`config.mk`:
```
export PLATFORM = sky130hd
export DESIGN_NAME = serial_subtractor_ctrl
export DESIGN_NICKNAME = d
export VERILOG_FILES = /design/src/rtl/serial_subtractor_ctrl.sv
export SDC_FILE = /design/constraint.sdc
export NUM_CORES = 1
export LEC_CHECK = 0
export CAP_MARGIN = 20
export CORE_MARGIN = 10
export CORE_UTILIZATION = 52
export CTS_BUF_LIST = sky130_fd_sc_hd__clkbuf_16
export CTS_CLUSTER_DIAMETER = 100
export DETAILED_ROUTE_END_ITERATION = 10
export MAX_ROUTING_LAYER = met4
export PLACE_DENSITY = 0.93
export REMOVE_ABC_BUFFERS = 1
export SYNTH_ARGS = -nofsm -noshare
export SYNTH_HDL_FRONTEND = slang
export SYNTH_SLANG_ARGS = --single-unit
export TNS_END_PERCENT = 5
```
`constraint.sdc`:
```
create_clock -name clk -period 3.8 [get_ports clk]
set_input_delay 0.76 -clock clk [delete_from_list [all_inputs] [get_ports clk]]
set_output_delay 0.76 -clock clk [all_outputs]
set_load 0.03 [all_outputs]
```
`src/rtl/serial_subtractor_ctrl.sv`:
```
// serial_subtractor_ctrl: bit-serial WIDTH-bit unsigned subtractor (a - b - bin), LSB first, one cell.
// Optional build macro SERIAL_SUB_CLAMP_EN saturates diff to zero when the final borrow is set.
module serial_subtractor_ctrl #(
  parameter int WIDTH = 8
) (
  input  logic             clk,
  input  logic             rst_n,
  input  logic             in_valid,
  output logic             in_ready,
  input  logic [WIDTH-1:0] a,
  input  logic [WIDTH-1:0] b,
  input  logic             bin,
  output logic             out_valid,
  input  logic             out_ready,
  output logic [WIDTH-1:0] diff,
  output logic             borrow_out
);

  localparam int CNT_W = $clog2(WIDTH);

  typedef enum logic [1:0] {
    IDLE,
    SHIFT,
    DONE
  } state_t;

  state_t           state;
  state_t           state_nxt;
  logic [WIDTH-1:0] a_sr;
  logic [WIDTH-1:0] b_sr;
  logic [WIDTH-1:0] diff_r;
  logic             br;
  logic             borrow_r;
  logic [CNT_W-1:0] count;
  logic             cell_d;
  logic             cell_nb;
  logic             last_bit;
  logic             load;
  logic             shift_en;

  // The single full-subtractor cell, fed by the shift-register LSBs and the borrow register.
  always_comb begin : full_subtractor
    cell_d  = a_sr[0] ^ b_sr[0] ^ br;
    cell_nb = (~a_sr[0] & (b_sr[0] | br)) | (b_sr[0] & br);
  end

  assign last_bit = (count == CNT_W'(WIDTH - 1));

  always_ff @(posedge clk) begin
    if (!rst_n) begin
      state <= IDLE;
    end else begin
      state <= state_nxt;
    end
  end

  always_comb begin
    state_nxt = state;
    in_ready  = 1'b0;
    out_valid = 1'b0;
    load      = 1'b0;
    shift_en  = 1'b0;
    case (state)
      IDLE: begin
        in_ready = 1'b1;
        if (in_valid) begin
          load      = 1'b1;
          state_nxt = SHIFT;
        end
      end
      SHIFT: begin
        shift_en = 1'b1;
        if (last_bit) begin
          state_nxt = DONE;
        end
      end
      DONE: begin
        out_valid = 1'b1;
        if (out_ready) begin
          state_nxt = IDLE;
        end
      end
      default: begin
        state_nxt = IDLE;
      end
    endcase
  end

  // Count is reloaded on every accept, so its wrap after the last bit is harmless.
  always_ff @(posedge clk) begin
    if (!rst_n) begin
      a_sr     <= '0;
      b_sr     <= '0;
      diff_r   <= '0;
      br       <= 1'b0;
      borrow_r <= 1'b0;
      count    <= '0;
    end else if (load) begin
      a_sr  <= a;
      b_sr  <= b;
      br    <= bin;
      count <= '0;
    end else if (shift_en) begin
      a_sr   <= a_sr >> 1;
      b_sr   <= b_sr >> 1;
      br     <= cell_nb;
      count  <= count + CNT_W'(1);
      diff_r <= {cell_d, diff_r[WIDTH-1:1]};
      if (last_bit) begin
        borrow_r <= cell_nb;
`ifdef SERIAL_SUB_CLAMP_EN
        if (cell_nb) begin
          diff_r <= '0;
        end
`endif
      end
    end
  end

  assign diff       = diff_r;
  assign borrow_out = borrow_r;

endmodule

```
## Word level (Yosys, flattened, before mapping)

Cells that the tools add are included.

- Output and inout port bits: 11
- Flip-flop bits (word level): 31
- Input port bits: 21
- Logic and storage cells: 44

- Eq/ne operators: 6
- Bitwise operators: 9
- Muxes and demuxes: 15
- Reductions and logical operators: 6
- $add $sub $neg: 1

Operators with widths:

| kind | number |
|---|---|
| $mux 8 | 4 |
| $mux 1 | 7 |
| $mux 2 | 3 |
| $ne 2x2->1 const B | 3 |
| $pmux 2 s3 | 1 |
| $reduce_and 3->1 | 2 |
| $add 3x1->3 const B | 1 |
| $eq 3x3->1 const B | 1 |
| $not 1->1 | 3 |
| $and 1x1->1 | 2 |
| $eq 2x1->1 const B | 1 |
| $eq 2x2->1 const B | 1 |
| $logic_not 2->1 | 1 |
| $or 1x1->1 | 2 |
| $reduce_and 2->1 | 1 |
| $reduce_bool 2->1 | 1 |
| $reduce_or 2->1 | 1 |
| $xor 1x1->1 | 2 |

## Logic depth before layout (Yosys ltp)

- Depth after elaboration: 5
- Mapped depth: 5
- Depth with buffers taken out: 5

## Worst setup path before layout

OpenSTA, ideal clock, no wires.

- Path type: register to output
- Start: register state[1]
- End: output port out_valid
- Stages on the path, launching flop included: 3
- Path slack: 2.064 ns
- Arrival: 0.976 ns
- Required time: 3.040 ns
- Path buffers: 1
- Cell sequence: dfxtp_1 -> buf_4 -> nor2b_1

- Word-level cells in the longest chain between the ends: 2

RTL lines:

| item | line | source |
|---|---|---|
| start: declaration | 27 | `state_t state;` |
| start signal: assignment | 53 | `state <= state_nxt;` |
| $eq 2x2->1 | 63 | `case (state)` |
| $mux 1 | 63 |  |
| end: declaration | 13 | `output logic out_valid,` |

No other way between the ends.

## Final worst setup path

Ends and elaborated chain as after synthesis.

==> flow_metrics.env <==
export IMPL_fin_crit_ns=2.56
export IMPL_endpoint="out_valid"
export IMPL_root_buffer="clkbuf_16"
export IMPL_netlist_area_leader_share_pct=46.1
export IMPL_worst_pin_slew_ns=0.883
export IMPL_finalWirelength_mm=3.18
export IMPL_rsz0062_at_grt="false"
export IMPL_drive_gt1_share_pct=6.88
export IMPL_power_frac_comb_pct=12.7
export IMPL_area_growth_pct=31.8
export IMPL_cp_max_fo=12
export IMPL_io_pins=32
export IMPL_r2r_cells=4
export IMPL_hold_viol_final=0
export IMPL_cts_resized=0
export IMPL_crit_path_max_incr_delay_ns=0.72
export IMPL_p_sw_share_pct=24.0
export IMPL_fin_tns_setup_ns=0
export IMPL_grt_max_degree=30
export IMPL_cp_start_kind="register"
export IMPL_synth_most_common_cell="nand2_1"
export IMPL_synth_commonest_cells="nand2_1 (34), dfxtp_1 (31), a21oi_1 (28)"
export IMPL_reg2reg_to="a_sr[6]"
export IMPL_finClkSkew_ns=0.00130
export IMPL_p_leak_nw=0.654
export IMPL_ant_nets=0
export IMPL_postCtsSetupBuffers=0
export IMPL_power_switching_mw=0.200
export IMPL_slew_headroom_pct=41.0
export IMPL_core_area_mm2=0.00248
export IMPL_clkLatencyLatePin_ns=0.27
export IMPL_clock_sinks=31
export IMPL_end_kind="primary output"
export IMPL_placed_cells=211
export IMPL_cp_data_required_time_ns=3.04
export IMPL_period_share_pct=67.3
export IMPL_cts_buffer_depth=2
export IMPL_wl_per_cell_um=14.5
export IMPL_cts_tree="yes"
export IMPL_nFillCells=206
export IMPL_dr_pass1_iters=4
export IMPL_final_net_count=212
export IMPL_hold_buffers=0
export IMPL_maxCapViolations=0
export IMPL_crit_path_top_delay_cell="clkdlybuf4s50_1"
export IMPL_htree_levels=2
export IMPL_diodes=0
export IMPL_ff_latch_area_um2=621
export IMPL_multi_input_area_um2=647
export IMPL_worstPathCellList="nor2b_1, clkdlybuf4s50_1"
export IMPL_synthTopCellsByArea="dfxtp_1 (46%), a21oi_1 (10%), nand2_1 (9.5%)"
export IMPL_async_flop_share_pct=0
export IMPL_max_freq_mhz=391
export IMPL_synthCells=161
export IMPL_crit_start="state[1]"
export IMPL_detail_route_vias_per_cell=5.51
export IMPL_synth_edf_count=0
export IMPL_initial_core_util_pct=54.3
export IMPL_setup_viol=0
export IMPL_grt_pass1_wl_mm=5.02
export IMPL_die_w_um=70.9
export IMPL_synth_seq_cells=31
export IMPL_antenna_found_initial=0
export IMPL_synth_distinct_cells=26
export IMPL_num_vias=1207
export IMPL_grt_use_total_pct=12.6
export IMPL_fin_util_pct=71.6
export IMPL_drc=0
export IMPL_yosysWarnings=0
export IMPL_placementRows=18
export IMPL_timing_final_max_slew_violations=0
export IMPL_powerDensity_mw_per_mm2=471
export IMPL_dp_hpwl_mm=2.22
export IMPL_die_y_um=70.9
export IMPL_yosys_area_top_type="dfxtp_1"
export IMPL_drt_iter0_markers=50
export IMPL_instances_no_fill=219
export IMPL_overflow=0
export IMPL_seq_power_share_pct=43.1
export IMPL_ir_drop_mv=0.406
export IMPL_grt_pass1_vias=1191
export IMPL_die_area_mm2=0.00502
export IMPL_path_class="register to primary output"
export IMPL_clk_pin_slew_ns=0.05
export IMPL_hold_path_class="register to register"
export IMPL_internal_power_mw=0.635
export IMPL_synthFlopType="dfxtp_1"
export IMPL_ys_seq_area_share_pct=46.1
export IMPL_numCtsBuffers=5
export IMPL_cp_arrival_ns=1.80
export IMPL_postLayoutCellArea_mm2=0.00177
export IMPL_timing_hold_ws_ns=0.451
export IMPL_io_buffers=31
export IMPL_r2r_slack_ns=1.89
export IMPL_gp_congestion=0.806
export IMPL_share_clk_of_total_power_pct=44.1
export IMPL_outcome="complete, no violations"
export IMPL_placed_area_mm2=0.00163
export IMPL_syn_area_per_cell_um2=8.36
export IMPL_synth_area_mm2=0.00135
export IMPL_r2r_start="state[0]"
==> kinds of logic (layout without fill, tap and decap cells) <==
family,Yosys count,count (layout),synth area share [%]
xor+xnor,1,1,0.651
simple gates,55,55,19.0
buf+inv,15,43,5.85
fa+ha+maj,3,3,3.35
compound gates,56,56,25.1
flops,31,31,46.1
==> registers in the layout, summed over array words and instances (netlist names) <==
name and count:
b_sr 8, diff 8, br 1, state 2, count 3, borrow_out 1
a_sr 8
==> critical path, delay by kind of cell (launching register included) <==
kind          cells  cell delay, ns
simple gates      1            0.26
buf+inv           1            0.72
flops             1            0.54
==> power by group through the flow <==
stage	registers (mW)	clock network [mW]	logic [mW]
floorplan	0.366	0	0.0577
global placement	0.365	0	0.101
detailed placement	0.366	0	0.105
CTS	0.360	0.375	0.107
global route	0.362	0.393	0.117
finish	0.361	0.369	0.106
==> layout by cell type, fill, tap and decap left out, types with 4 or more instances in the layout <==
cell type        instances
a21oi_1                 28
o21ai_1                  9
nor2_1                   6
nand2_1                 34
o221a_2                  4
a21boi_0                 4
dfxtp_1                 31
clkbuf_16                5
clkdlybuf4s50_1         31
nor2b_1                  4
a21boi_1                 7
==> cell type report <==
type | count | area share, %
multi-input combinational | 115 | 36.5
sequential | 31 | 35.0
timing repair buffer | 32 | 17.9
clock buffer | 5 | 7.05
tap | 30 | 2.12
clock inverter | 3 | 0.846
inverter | 3 | 0.635
==> worst min path at each step <==
stage / from / end / depth (start not counted)
6_report: diff[0] / diff[0] / 2
3_3_place_gp: b_sr[2] / b_sr[1] / 2
5_1_grt: a_sr[4] / a_sr[3] / 2
4_1_cts: diff[0] / diff[0] / 2
2_1_floorplan: a_sr[3] / a_sr[2] / 2
3_5_place_dp: diff[0] / diff[0] / 2
==> stage by stage <==
stage	worst slack (ns)	power, mW
global route	1.22	0.872
floorplan	1.98	0.424
CTS	1.26	0.842
detailed placement	1.46	0.471
finish	1.24	0.836
global placement	1.55	0.466
==> layer usage <==
metal	part of all wire [%]	wire, µm	track usage (%)	up-vias
met1	44	1400	12.0	570
met4	1.3	42	7.10	0
met2	50	1590	21.4	30
li1	-	-	-	598
met5	0	0	-	-
met3	4.7	148	5.02	9
No activity file was read; power rests on OpenSTA's default activity.
